## src/rtl/focus_sharpness_stat.sv

```systemverilog
// focus_sharpness_stat: per-frame auto-focus sharpness score from thresholded luma gradients.
// Optional macro VERT_GRAD_EN adds a line-buffered vertical gradient term. Rev 1.0
`default_nettype none

module focus_sharpness_stat #(
   parameter int H_ACTIVE = 640,
   parameter int WIN_X0   = 160,
   parameter int WIN_X1   = 480,
   parameter int WIN_Y0   = 120,
   parameter int WIN_Y1   = 360,
   parameter int THRESH   = 8,
   parameter int SUM_W    = 32
) (
   input  logic             VIDEO_CLK,
   input  logic             RESET,
   input  logic             VIDEO_VS,
   input  logic             VIDEO_HS,
   input  logic             VIDEO_DE,
   input  logic [7:0]       iR,
   input  logic [7:0]       iG,
   input  logic [7:0]       iB,
   input  logic             FULL_WIN,
   output logic [SUM_W-1:0] SCORE,
   output logic [19:0]      WIN_PIX,
   output logic             SCORE_VALID,
   output logic             IN_WIN
);

   localparam logic [11:0] c_WIN_X0 = 12'(WIN_X0);
   localparam logic [11:0] c_WIN_X1 = 12'(WIN_X1);
   localparam logic [11:0] c_WIN_Y0 = 12'(WIN_Y0);
   localparam logic [11:0] c_WIN_Y1 = 12'(WIN_Y1);
   localparam logic [7:0]  c_THRESH = 8'(THRESH);
   localparam logic [11:0] c_CNT_MAX = 12'hFFF;

   // Input edge detectors and pixel/line counters
   logic        r_hs_d, r_vs_d, r_de_d;
   logic [11:0] r_h_cnt, r_v_cnt;
   logic        w_hs_fall, w_vs_fall, w_de_fall;
   logic [11:0] w_h_idx;
   logic [15:0] w_luma;
   logic [7:0]  w_y;

   assign w_hs_fall = r_hs_d & ~VIDEO_HS;
   assign w_vs_fall = r_vs_d & ~VIDEO_VS;
   assign w_de_fall = r_de_d & ~VIDEO_DE;
   assign w_h_idx   = w_hs_fall ? 12'd0 : r_h_cnt;
   assign w_luma    = ({8'd0, iR} * 16'd77) + ({8'd0, iG} * 16'd150) + ({8'd0, iB} * 16'd29);
   assign w_y       = 8'(w_luma >> 8);

   always_ff @(posedge VIDEO_CLK or posedge RESET) begin
      if (RESET) begin
         r_hs_d  <= 1'b0;
         r_vs_d  <= 1'b0;
         r_de_d  <= 1'b0;
         r_h_cnt <= 12'd0;
         r_v_cnt <= 12'd0;
      end else begin
         r_hs_d <= VIDEO_HS;
         r_vs_d <= VIDEO_VS;
         r_de_d <= VIDEO_DE;
         if (VIDEO_DE && (w_h_idx != c_CNT_MAX))
            r_h_cnt <= w_h_idx + 12'd1;
         else
            r_h_cnt <= w_h_idx;
         if (w_vs_fall)
            r_v_cnt <= 12'd0;
         else if (w_de_fall && (r_v_cnt != c_CNT_MAX))
            r_v_cnt <= r_v_cnt + 12'd1;
      end
   end

   // Stage 1: luma plus the coordinates of the pixel it came from
   logic [7:0]  r_y1;
   logic        r_de1;
   logic [11:0] r_h1, r_v1;

   always_ff @(posedge VIDEO_CLK or posedge RESET) begin
      if (RESET) begin
         r_y1  <= 8'd0;
         r_de1 <= 1'b0;
         r_h1  <= 12'd0;
         r_v1  <= 12'd0;
      end else begin
         r_y1  <= w_y;
         r_de1 <= VIDEO_DE;
         r_h1  <= w_h_idx;
         r_v1  <= r_v_cnt;
      end
   end

   // Stage 2: horizontal gradient and window membership
   logic [7:0] r_yprev, r_grad;
   logic       r_in_win, r_de2;
   logic [7:0] w_hdiff;
   logic       w_win;

   assign w_hdiff = (r_y1 >= r_yprev) ? (r_y1 - r_yprev) : (r_yprev - r_y1);
   assign w_win   = FULL_WIN ||
                    ((r_h1 >= c_WIN_X0) && (r_h1 < c_WIN_X1) &&
                     (r_v1 >= c_WIN_Y0) && (r_v1 < c_WIN_Y1));

   always_ff @(posedge VIDEO_CLK or posedge RESET) begin
      if (RESET) begin
         r_yprev  <= 8'd0;
         r_grad   <= 8'd0;
         r_in_win <= 1'b0;
         r_de2    <= 1'b0;
      end else begin
         if (r_de1)
            r_yprev <= r_y1;
         r_grad   <= (r_h1 == 12'd0) ? 8'd0 : w_hdiff;
         r_in_win <= w_win;
         r_de2    <= r_de1;
      end
   end

   assign IN_WIN = r_de2 & r_in_win;

   logic [8:0] w_hterm, w_term;
   assign w_hterm = (r_grad >= c_THRESH) ? {1'b0, r_grad} : 9'd0;

`ifdef VERT_GRAD_EN
   localparam int          c_AW = (H_ACTIVE > 1) ? $clog2(H_ACTIVE) : 1;
   localparam logic [11:0] c_HA = 12'(H_ACTIVE);

   logic [7:0] r_lbuf [0:H_ACTIVE-1];
   logic [7:0] r_yabove, r_vgrad;
   logic [7:0] w_vdiff;
   logic [8:0] w_vterm;

   // Read issued alongside stage 1 so Y_above lines up with r_y1; write lags by one pixel
   always_ff @(posedge VIDEO_CLK) begin
      if (w_h_idx < c_HA)
         r_yabove <= r_lbuf[w_h_idx[c_AW-1:0]];
      if (r_de1 && (r_h1 < c_HA))
         r_lbuf[r_h1[c_AW-1:0]] <= r_y1;
   end

   assign w_vdiff = (r_y1 >= r_yabove) ? (r_y1 - r_yabove) : (r_yabove - r_y1);

   always_ff @(posedge VIDEO_CLK or posedge RESET) begin
      if (RESET)
         r_vgrad <= 8'd0;
      else
         r_vgrad <= (r_v1 == 12'd0) ? 8'd0 : w_vdiff;
   end

   assign w_vterm = (r_vgrad >= c_THRESH) ? {1'b0, r_vgrad} : 9'd0;
   assign w_term  = w_hterm + w_vterm;
`else
   assign w_term  = w_hterm;
`endif

   // Accumulation and frame latch
   logic [SUM_W-1:0] r_acc;
   logic [19:0]      r_pix;
   logic             r_vs_fall, r_first;
   logic             w_hit;
   logic [8:0]       w_add;
   logic [SUM_W:0]   w_sum;
   logic [SUM_W-1:0] w_acc_sat, w_add_ext;
   logic [19:0]      w_pix_next;

   assign w_hit      = r_de2 & r_in_win;
   assign w_add      = w_hit ? w_term : 9'd0;
   assign w_add_ext  = {{(SUM_W-9){1'b0}}, w_add};
   assign w_sum      = {1'b0, r_acc} + {1'b0, w_add_ext};
   assign w_acc_sat  = w_sum[SUM_W] ? {SUM_W{1'b1}} : w_sum[SUM_W-1:0];
   assign w_pix_next = (w_hit && (r_pix != 20'hFFFFF)) ? (r_pix + 20'd1) : r_pix;

   // A pixel arriving on the latch cycle seeds the new frame's totals
   always_ff @(posedge VIDEO_CLK or posedge RESET) begin
      if (RESET) begin
         r_vs_fall   <= 1'b0;
         r_first     <= 1'b1;
         r_acc       <= '0;
         r_pix       <= 20'd0;
         SCORE       <= '0;
         WIN_PIX     <= 20'd0;
         SCORE_VALID <= 1'b0;
      end else begin
         r_vs_fall <= w_vs_fall;
         if (r_vs_fall) begin
            if (!r_first) begin
               SCORE       <= r_acc;
               WIN_PIX     <= r_pix;
               SCORE_VALID <= 1'b1;
            end else begin
               SCORE_VALID <= 1'b0;
            end
            r_first <= 1'b0;
            r_acc   <= w_add_ext;
            r_pix   <= {19'd0, w_hit};
         end else begin
            SCORE_VALID <= 1'b0;
            r_acc       <= w_acc_sat;
            r_pix       <= w_pix_next;
         end
      end
   end

endmodule

`default_nettype wire

```

## config.mk

```make
export PLATFORM = sky130hd
export DESIGN_NAME = focus_sharpness_stat
export DESIGN_NICKNAME = d
export VERILOG_FILES = /design/src/rtl/focus_sharpness_stat.sv
export SDC_FILE = /design/constraint.sdc
export NUM_CORES = 1
export LEC_CHECK = 0
export BUFFER_PORTS_ARGS = -buffer_cell sky130_fd_sc_hd__buf_4
export CAP_MARGIN = 40
export CORE_MARGIN = 3
export CORE_UTILIZATION = 25
export CTS_BUF_LIST = sky130_fd_sc_hd__clkbuf_8
export CTS_CLUSTER_SIZE = 20
export DETAILED_ROUTE_END_ITERATION = 6
export HOLD_SLACK_MARGIN = 0.02
export SETUP_SLACK_MARGIN = 0.05
export SLEW_MARGIN = 20
export SYNTH_ARGS = -nofsm -noshare
export SYNTH_HDL_FRONTEND = slang
export SYNTH_SLANG_ARGS = --single-unit
```

## constraint.sdc

```tcl
create_clock -name VIDEO_CLK -period 13.9 [get_ports VIDEO_CLK]
set_input_delay 0.695 -clock VIDEO_CLK [delete_from_list [all_inputs] [get_ports VIDEO_CLK]]
set_output_delay 0.695 -clock VIDEO_CLK [all_outputs]
set_load 0.01 [all_outputs]
```

### Word level (Yosys, flattened, before mapping)

Index checks and enable logic that the tools add are counted.

* add/sub/neg operators: 8
* multipliers: 3
* order comparisons: 6
* equality and inequality tests: 3
* muxes and demuxes: 14
* bitwise logic cells: 8
* reductions and logical operators: 11

Operators by type and width (count)
* 32-bit 2-to-1 mux: 2
* 12-bit 2-to-1 mux: 4
* 20-bit 2-to-1 mux: 2
* 32-bit by 8-bit adder with 33-bit output: 1
* 8-bit 2-to-1 mux: 4
* 8-bit by 7-bit multiplier with 15-bit output, second input constant: 2
* 12-bit by 1-bit adder with 12-bit output, second input constant: 2
* 12-bit by 9-bit less-than comparator with 1-bit output, second input constant: 2
* 12-bit inequality test, second input constant: 2
* 20-bit by 1-bit adder with 20-bit output, second input constant: 1
* 20-bit inequality test, second input constant: 1
* 15-bit by 16-bit adder with 16-bit output: 1
* 16-bit by 13-bit adder with 16-bit output: 1
* 8-bit subtractor: 2
* 8-bit by 5-bit multiplier with 13-bit output, second input constant: 1
* 12-bit by 7-bit greater-or-equal comparator with 1-bit output, second input constant: 1
* 12-bit by 8-bit greater-or-equal comparator with 1-bit output, second input constant: 1
* 12-bit logical NOT: 1
* 8-bit by 4-bit greater-or-equal comparator with 1-bit output, second input constant: 1
* 8-bit greater-or-equal comparator: 1
* 1-bit logical AND: 6
* 1-bit AND: 4
* 1-bit inverter: 4
* 2-bit nonzero test: 2
* other kinds (3): 4

* register bits after elaboration: 184
* input bits: 30
* output and inout bits: 54

### Logic depth before layout (Yosys ltp)

Gate-level depths: netlist of the first run.

* depth in word-level cells: 6
* mapped depth: 24

### Least setup slack after synthesis of the first run

Ideal clock, no wire load.

* path type: input port to flip-flop
* start point: input iG[4]
* end point: register r_y1[7]
* setup time: 79 ps
* data arrival time: 6245 ps
* data required time: 13821 ps
* path slack: 7576 ps
* stages on the path: 22
* buffers on the path: 0
* cell sequence: ha_1 > ha_1 > inv_1 > fa_1 > fa_1 > inv_1 > ha_1 > nor2b_1 > a311o_1 > xor2_1 > ha_1 > fa_1 > inv_1 > fa_1 > fa_1 > inv_1 > ha_1 > inv_1 > o21ai_0 > nor2_1 > a311oi_1 > xor2_1

* cells in the longest elaborated chain, start to end: 3

RTL lines
* from (decl): RTL line 20 `input logic [7:0] iG,`
* 8-bit by 7-bit multiplier with 15-bit output: RTL line 48 `assign w_luma = ({8'd0, iR} * 16'd77) + ({8'd0, iG} * 16'd150) + ({8'd0, iB} * 16'd29);`
* 15-bit by 16-bit adder with 16-bit output: RTL line 48
* 16-bit by 13-bit adder with 16-bit output: RTL line 48
* named net w_luma[15]: RTL line 41 `logic [15:0] w_luma;`
* to (signal assigned): RTL line 85 `r_y1 <= w_y;`
* to (decl): RTL line 74 `logic [7:0] r_y1;`

The timed path passes the listed nets, and every way through them passes these cells.
A chain may end at the register's enable or synchronous reset.

### Final worst setup path of the first run

Same ends and word-level chain as after synthesis.

==> flow_summary_export.csv, run 1 <==
group,metric,value,unit
outcome,outcome,"finished, final reports clean",
synth,synth_top_area_share,39.16,%
routing,drtIter0Drc,421,
synth,synth_ff_type,"dfrtp_1",
timing,worstMarginPinSlew,776.0,ps
min_path,worstHoldPathType,"input port to async pin",
clock_tree,clk_pin_slew,90,ps
timing,grt_setup_unrepaired,"false",
worst_setup_path,critPathBufInv,6,
synth,postSynthAreaPerCell,9.925,µm²
synth,yosysUniqueCellTypes,76,
timing,finalSetupViolations,0,
timing,hold_violations,0,
clock_tree,root_buffer,"clkbuf_8",
layout,n_antenna_cell,0,
clock_tree,h-tree-depth,4,
synth,synth_warnings,0,
layout,fin_util,29.63,%
worst_setup_path,end_kind,"flop",
synth,yosys.cell_count.top_type,"nand2_1",
pwr,p_per_area,190.6,nW/µm²
worst_setup_path,cp.depth,23,
floorplan,pin_count,84,
worst_setup_path,reg2reg_depth,13,
layout,area_growth,15.38,%
clock_tree,cts_tree,"yes",
timing,slew_viol_final,0,
pwr,max-vdd-ir-drop,0.0002483,V
global_route,grt_pass1_wl,39470,µm
worst_setup_path,crit_start,"iG[4]",
clock_tree,clkLatencyLatePin,470,ps
routing,drc,0,
clock_tree,cts_inserted_buffers,17,
worst_setup_path,arrival,6720,ps
synth,synth_seq_area_share,39.38,%
worst_setup_path,r2r_slack,10560,ps
global_route,grt_pass1_vias,8198,
worst_setup_path,cp_cell_sequence,"buf_4, ha_1, ha_1, inv_1, fa_1, fa_1, inv_1, ha_1, nor2b_1, a311o_1, xor2_1, ha_1, fa_1, inv_1, fa_1, fa_1, inv_1, ha_1, inv_1, o21ai_0, nor2_1, a311oi_1, xor2_1",
timing,relSlewSlack,48.27,%
synth,synth_area_leaders,"dfrtp_1 39%, ha_1 12%, fa_1 10%",
pwr,power,2529,µW
worst_setup_path,r2r_start,"r_de2",
worst_setup_path,cp_max_fo,4,
pwr,p_leak,0.006729,µW
floorplan,row_count,77,
timing,fin_skew,9.453,ps
floorplan,floorplan.die_area,48620,µm²
synth,synth_area,11500,µm²
global_route,grt_use_total,9.833,%
timing,fmax,0.1582,GHz
routing,ant_nets,0,
clock_tree,post_cts_resized,0,
clock_tree,cts_sinks,181,
routing,viasPerCell,4.326,
global_route,grt_overflow,0,
worst_setup_path,crit_required,14290,ps
worst_setup_path,slowest_stage,"fa_1",
synth,synth_cells,1159,
layout,drive_above_1_share,12.91,%
clock_tree,post-cts-setup-buffers,0,
timing,min_period,6321,ps
placed_design,globalplace.congestion,0.8158,
synth,ys_seq_elements,181,
clock_tree,hold_buffers,0,
layout,layout.nets,1440,
run,maxCapViolCount,0,
synth,syn_nets,1357,
worst_setup_path,reg2reg_to,"r_acc[17]",
synth,synthTopCellsByCount,"197 x nand2_1, 180 x dfrtp_1, 133 x inv_1, 110 x ha_1, 77 x nor2_1",
global_route,antenna_found_initial,1,
worst_setup_path,cpLargestDelayFamily,"adder cells",
routing,wl_per_cell,12.45,µm
routing,dr.pass1.iters,5,
routing,wirelength,23000,µm
synth,async_reset_ff_share,100.0,%
floorplan,coreArea,44800,µm²
floorplan,die_x,220.5,µm
worst_setup_path,slowest_delay,550,ps
worst_setup_path,endpoint,"r_y1[7]",
synth,synth_top_area_cell,"dfrtp_1",
clock_tree,cts_buffer_depth,2,
timing,setup_tns,0,ps
floorplan,fp.dieH,220.5,µm
worst_setup_path,path_class,"input port to flop",
global_route,grt_max_degree,68,
timing,whs,204.3,ps
floorplan,initial_core_util,25.68,%
placed_design,port-buffer-count,83,
synth,synth_edf_count,0,
timing,fin_crit_sh,45.48,%
routing,vias,7990,
worst_setup_path,cp-start-kind,"input port",
placed_design,hpwlAfterDp,17650,µm
-- flip-flops by register name (all words and copies together), names as in the netlist, 8 cells and up --
signal   count
r_h_cnt     12
r_v_cnt     12
r_v1         9
r_acc       32
r_y1         8
r_grad       8
r_pix       20
WIN_PIX     20
r_yprev      8
SCORE       32
r_h1        12
-- power breakdown --
group	switching, µW	internal (µW)	total, µW
logic	826	668	1490
clock network	204	173	378
registers	45.2	613	658
total	1080	1450	2530
-- cell type report --
cell class,instances,area [µm²]
Clock buffer,18,247.7
Clock inverter,14,177.7
Fill cell,4655,31530
Inverter,134,508.0
Multi-Input combinational cell,817,6345
Sequential cell,181,4531
Tap cell,592,740.7
Timing Repair Buffer,91,723.2
-- per-stage QoR --
| stage | setup slack [ps] | instances | cell area, µm² |
|---|---|---|---|
| detailed placement | 7066 | 1815 | 12850 |
| CTS | 7605 | 1847 | 13270 |
| global route | 7336 | 1847 | 13270 |
| floorplan | 7576 | 1159 | 11500 |
| global placement | 7215 | 1811 | 12780 |
| finish | 7579 | 1847 | 13270 |
-- cells by family (layout without fill, tap and decap cells) --
| kind of cell | count (synthesis) | count (layout) | share of synthesized area [%] |
|---|---|---|---|
| mux | 10 | 10 | 0.8810 |
| fa+ha+maj | 168 | 168 | 22.06 |
| compound gates | 145 | 145 | 9.191 |
| buf+inv | 161 | 257 | 5.482 |
| xor+xnor | 74 | 74 | 5.634 |
| simple gates | 420 | 420 | 17.37 |
| flops | 181 | 181 | 39.38 |
-- how the worst min path moves through the flow --
stage | depth (start not counted) | end | slack (ps)
after floorplan | 0 | r_v1[6] | 390
after global placement | 0 | r_v1[10] | 410
after detailed placement | 0 | r_v1[10] | 410
after CTS | 2 | r_h_cnt[11] | 170
after global routing | 2 | r_h_cnt[9] | 180
final | 2 | r_h_cnt[11] | 200
-- routing by layer --
layer / track usage [%] / vias up / wire, µm
met5: 0 / - / 12
met4: 2.474 / 2 / 136
met3: 1.826 / 14 / 837
met2: 16.62 / 106 / 10850
met1: 13.04 / 3855 / 11170
li1: - / 4013 / -
-- layout by cell type, fill, tap and decap left out, types with 11 or more instances in the layout --
cell and instances:
buf_4 89, nand2_1 197, a21o_1 11, xor2_1 41, nand4_1 15, inv_1 132, ha_1 110, nand3_1 28
dfrtp_1 180, and3_1 17, a21oi_1 48, nor2_1 77, o21ai_0 27, clkbuf_8 18, fa_1 58, nor3_1 21
xnor2_1 33
Power figures use the tool's default switching activity.
==> run 2, diff against run 1 <==
Clock period 13.9 ns to 5.8 ns, I/O delays scaled along.
==> flow_summary_export.csv, run 2 (synthesis gave the netlist of run 1 again) <==
group,metric,value,unit
clock_tree,cts_buffer_depth,2,
pwr,internal-power,3866,µW
timing,min_period,5517,ps
clock_tree,post-cts-setup-buffers,0,
clock_tree,root_buffer,"clkbuf_8",
layout,top_regs,"SCORE x32, r_acc x32",
pwr,share_comb_of_total_power,63.8,%
timing,fin_skew,12.07,ps
worst_setup_path,path_class,"input port to flop",
floorplan,row_count,77,
timing,fmax,0.1813,GHz
worst_setup_path,slowest_delay,510,ps
layout,layout_common_cells,"197 x nand2_1, 180 x dfrtp_1, 132 x inv_1, 112 x buf_4, 107 x ha_1",
timing,fin_crit_sh,95.11,%
worst_setup_path,cp_max_fo,4,
routing,vias,8122,
floorplan,die_x,220.5,µm
layout,layout_commonest_cell,"nand2_1",
min_path,worstHoldPathType,"input port to flop",
layout,layout.nets,1467,
layout,area_growth,16.99,%
pwr,power_frac_seq,24.1,%
routing,wirelength,23130,µm
placed_design,port-buffer-count,83,
floorplan,pin_count,84,
routing,ant_nets,0,
global_route,grt_use_total,9.933,%
outcome,outcome,"finished, final reports clean",
routing,drc,0,
clock_tree,cts_tree,"yes",
timing,slew_viol_final,0,
global_route,grt_overflow,0,
clock_tree,clkLatencyLatePin,450,ps
routing,drtIter0Drc,402,
floorplan,initial_core_util,25.68,%
routing,viasPerCell,4.336,
routing,wl_per_cell,12.35,µm
pwr,power,6537,µW
floorplan,coreArea,44800,µm²
timing,worstMarginPinSlew,781.7,ps
floorplan,floorplan.die_area,48620,µm²
placed_design,hpwlAfterDp,18020,µm
clock_tree,h-tree-depth,4,
clock_tree,clk_pin_slew,80,ps
timing,grt_setup_unrepaired,"false",
timing,hold_violations,0,
floorplan,fp.dieH,220.5,µm
clock_tree,cts_sinks,181,
timing,finalSetupViolations,0,
run,maxCapViolCount,0,
pwr,max-vdd-ir-drop,0.0004760,V
clock_tree,cts_inserted_buffers,17,
global_route,antenna_found_initial,1,
pwr,p_per_area,485.8,nW/µm²
worst_setup_path,cp-start-kind,"input port",
global_route,grt_pass1_vias,8320,
worst_setup_path,cp_cell_sequence,"buf_4, ha_1, ha_1, inv_1, fa_1, fa_1, inv_1, ha_4, nor2b_1, a311o_1, xor2_1, ha_1, fa_1, inv_1, fa_1, fa_1, inv_1, ha_1, a21o_1, a21oi_2, inv_1, o31a_1, nor2_1, xnor2_1",
worst_setup_path,cpLargestDelayFamily,"adder cells",
placed_design,globalplace.congestion,0.7900,
global_route,grt_pass1_wl,40140,µm
routing,dr.pass1.iters,5,
pwr,p_leak,0.006819,µW
worst_setup_path,arrival,5880,ps
pwr,switchingPower,2671,µW
layout,n_antenna_cell,0,
worst_setup_path,slowest_stage,"fa_1",
pwr,swShare,40.86,%
worst_setup_path,end_kind,"flop",
timing,relSlewSlack,47.89,%
layout,drive_above_1_share,14.83,%
global_route,grt_max_degree,58,
worst_setup_path,critPathBufInv,6,
worst_setup_path,crit_required,6160,ps
pwr,p_clk_share,12.1,%
timing,setup_tns,0,ps
==> run 2: final cells by class <==
class | instances | area (µm²)
clock buffers | 19 | 261.5
repair buffers | 118 | 928.4
clock inverters | 12 | 92.59
well taps | 592 | 740.7
inverters | 134 | 508.0
fillers | 4673 | 31340
flip-flops and latches | 181 | 4531
multi-input cells | 817 | 6396
==> run 2: final timing paths <==
| path | slack, ps | startpoint | cells after the start | to |
|---|---|---|---|---|
| hold / removal | 90 | FULL_WIN | 2 | r_in_win |
| hold reg to reg | 430 | r_v_cnt[10] | 0 | r_v1[10] |
| min in group asynchronous | 420 | RESET | 3 | r_h_cnt[10] |
| max in group asynchronous | 4280 | RESET | 5 | r_acc[6] |
| setup / recovery | 280 | iG[4] | 24 | r_y1[6] |
| setup reg to reg | 2500 | r_in_win | 13 | r_acc[17] |
==> run 2: what timing repair did <==
item,4_1_cts,5_1_grt
hold endpoints to repair,58,0
gates resized for setup,0,4
endpoints found under the setup margin,0,4
hold buffers,4,0
==> run 2: metrics by stage <==
step	instance area (µm²)	worst slack, ps	hold slack [ps]	util (%)	std cells
after floorplan	11520	56.06	321.4	-	1159
after global placement	12970	-222.4	372.6	28.94	1834
after detailed placement	13030	-320.8	376.8	29.08	1838
after CTS	13420	173.6	48.22	29.96	1873
after global routing	13460	51.52	51.43	30.04	1873
final	13460	283.4	88.03	30.04	1873
==> run 2: worst reg2reg max path, cell delays in order, from the launching register on <==
cell     delay [ps]
dfrtp_1         400
nand2_1         170
a21oi_1         250
nand2_1         120
inv_1            60
ha_1            190
inv_1            70
fa_1            400
nor2b_1         160
o31a_1          230
o41ai_4         110
a211o_1         630
and3_1          310
nor3_1          130
==> run 2: layer usage <==
metal | routed length (µm) | vias to the layer above | track usage, %
li1 | - | 4069 | -
met5 | 7 | - | 0
met2 | 10960 | 113 | 16.79
met1 | 11190 | 3918 | 13.46
met3 | 751 | 20 | 1.511
met4 | 230 | 2 | 2.282
==> run 2: power by group through the flow <==
stage	clock (µW)	combinational (µW)	sequential [µW]
2_1_floorplan	0	2840	1580
3_3_place_gp	0	3950	1600
3_5_place_dp	0	4090	1610
4_1_cts	832	4130	1580
5_1_grt	878	4770	1600
6_report	792	4170	1580
==> run 3, diff against run 2 <==
Settings changed: PLACE_DENSITY from default to 0.44.
==> flow_summary_export.csv, run 3 (synthesis gave the netlist of run 1 again) <==
group,metric,value,unit
pwr,share_comb_of_total_power,62.3,%
global_route,grt_pass1_wl,41610,µm
placed_design,hpwlAfterDp,18360,µm
routing,ant_nets,0,
floorplan,initial_core_util,25.68,%
worst_setup_path,crit_required,6200,ps
pwr,internal-power,3907,µW
timing,finalSetupViolations,0,
floorplan,floorplan.die_area,48620,µm²
worst_setup_path,end_kind,"flop",
routing,dr.pass1.iters,4,
clock_tree,clkLatencyLatePin,470,ps
global_route,grt_pass1_vias,8273,
timing,fmax,0.1801,GHz
routing,wl_per_cell,12.88,µm
pwr,p_clk_share,13.5,%
floorplan,row_count,77,
pwr,swShare,40.20,%
pwr,max-vdd-ir-drop,0.0005019,V
placed_design,port-buffer-count,83,
clock_tree,cts_buffer_depth,2,
clock_tree,cts_sinks,181,
floorplan,fp.dieH,220.5,µm
global_route,grt_use_total,10.42,%
layout,drive_above_1_share,14.79,%
routing,drc,0,
layout,top_regs,"SCORE x32, r_acc x32",
timing,fin_skew,11.75,ps
layout,layout_commonest_cell,"nand2_1",
routing,drtIter0Drc,316,
worst_setup_path,path_class,"input port to flop",
timing,slew_viol_final,0,
timing,min_period,5552,ps
layout,fin_util,30.15,%
global_route,antenna_found_initial,1,
clock_tree,post-cts-setup-buffers,0,
worst_setup_path,reg2reg_depth,13,
routing,viasPerCell,4.289,
global_route,grt_overflow,0,
outcome,outcome,"finished, final reports clean",
clock_tree,cts_inserted_buffers,17,
clock_tree,h-tree-depth,4,
pwr,switchingPower,2626,µW
global_route,grt_max_degree,84,
placed_design,globalplace.congestion,0.7825,
timing,grt_setup_unrepaired,"false",
timing,relSlewSlack,46.05,%
layout,layout.nets,1470,
timing,hold_violations,0,
pwr,p_leak,0.006859,µW
layout,layout_common_cells,"197 x nand2_1, 180 x dfrtp_1, 135 x inv_1, 115 x buf_4, 109 x ha_1",
timing,fin_crit_sh,95.72,%
clock_tree,clk_pin_slew,90,ps
worst_setup_path,reg2reg_to,"r_acc[17]",
floorplan,pin_count,84,
pwr,power_frac_seq,24.2,%
worst_setup_path,r2r_start,"r_in_win",
worst_setup_path,r2r_slack,2420,ps
worst_setup_path,arrival,5950,ps
layout,area_growth,17.42,%
worst_setup_path,cp_max_fo,4,
clock_tree,root_buffer,"clkbuf_8",
pwr,p_per_area,483.6,nW/µm²
timing,setup_tns,0,ps
worst_setup_path,cp-start-kind,"input port",
timing,worstMarginPinSlew,809.3,ps
min_path,worstHoldPathType,"input port to async pin",
clock_tree,cts_tree,"yes",
pwr,power,6532,µW
floorplan,coreArea,44800,µm²
routing,wirelength,24180,µm
routing,vias,8055,
floorplan,die_x,220.5,µm
layout,fillers,4779,
run,maxCapViolCount,0,
## run 3: cell types whose count changed in the layout (fill, tap and decap cells not counted), moves of 2 or more
cell	change
bufinv_16	+2
ha_1	+2
buf_4	+3
clkinv_2	-3
ha_4	-2
inv_1	+3
inv_6	-5
## run 3: power groups by stage
stage          Clock (µW)  Combinational (µW)  Sequential (µW)
6_report              880                4070             1580
3_3_place_gp            0                4020             1610
2_1_floorplan           0                2840             1580
3_5_place_dp            0                4050             1610
5_1_grt               982                4700             1600
4_1_cts               930                4080             1580
## run 3: worst max-delay path, cell delays in order
cell and delay, ps:
buf_4 110, ha_1 280, ha_1 270, inv_1 50, fa_1 490, fa_1 510, inv_1 60, ha_4 250
nor2b_1 120, a311o_1 300, xor2_1 160, ha_1 310, fa_1 510, inv_1 50, fa_1 460, fa_1 540
inv_1 40, ha_1 310, nand4_1 110, a21oi_2 190, nor2_1 80, a311oi_2 280, xor2_1 160
## run 3: layer usage
layer / up-vias / track usage [%] / routed length (µm)
li1: 4073 / - / -
met5: - / 0 / 0
met1: 3876 / 13.76 / 11690
met2: 90 / 17.97 / 11640
met4: 0 / 2.367 / 228
met3: 16 / 1.717 / 629
## run 3: per-stage QoR
stage	cells	hold WS (ps)	cell area [µm²]	setup WS, ps
2_1_floorplan	1159	321.4	11520	56.06
3_3_place_gp	1837	412.2	12990	-258.5
3_5_place_dp	1840	331.6	13030	-278.3
4_1_cts	1877	367.1	13490	236.7
5_1_grt	1878	382.9	13510	50.21
6_report	1878	391.3	13510	248.2
## run 3: layout make-up
cell class,instances,area [µm²],share of cell area (%)
Timing Repair Buffer,121,940.9,6.966
Clock buffer,20,275.3,2.038
Multi-Input combinational cell,817,6377,47.21
Tap cell,592,740.7,5.483
Antenna cell,1,2.502,0.01853
Clock inverter,12,130.1,0.9633
Inverter,134,510.5,3.779
Sequential cell,181,4531,33.54
## run 3: worst max path at each step
| stage | from | endpoint | slack (ps) |
|---|---|---|---|
| floorplan | iG[4] | r_y1[7] | 60 |
| global placement | iG[4] | r_y1[7] | -260 |
| detailed placement | iG[4] | r_y1[7] | -280 |
| CTS | iG[4] | r_y1[7] | 240 |
| global route | iG[4] | r_y1[6] | 50 |
| finish | iG[4] | r_y1[7] | 250 |
## run 3: what timing repair did
item	CTS	global route
gates resized for setup	0	4
hold buffers	5	0
endpoints found under the setup margin	0	2
hold endpoints to repair	55	0
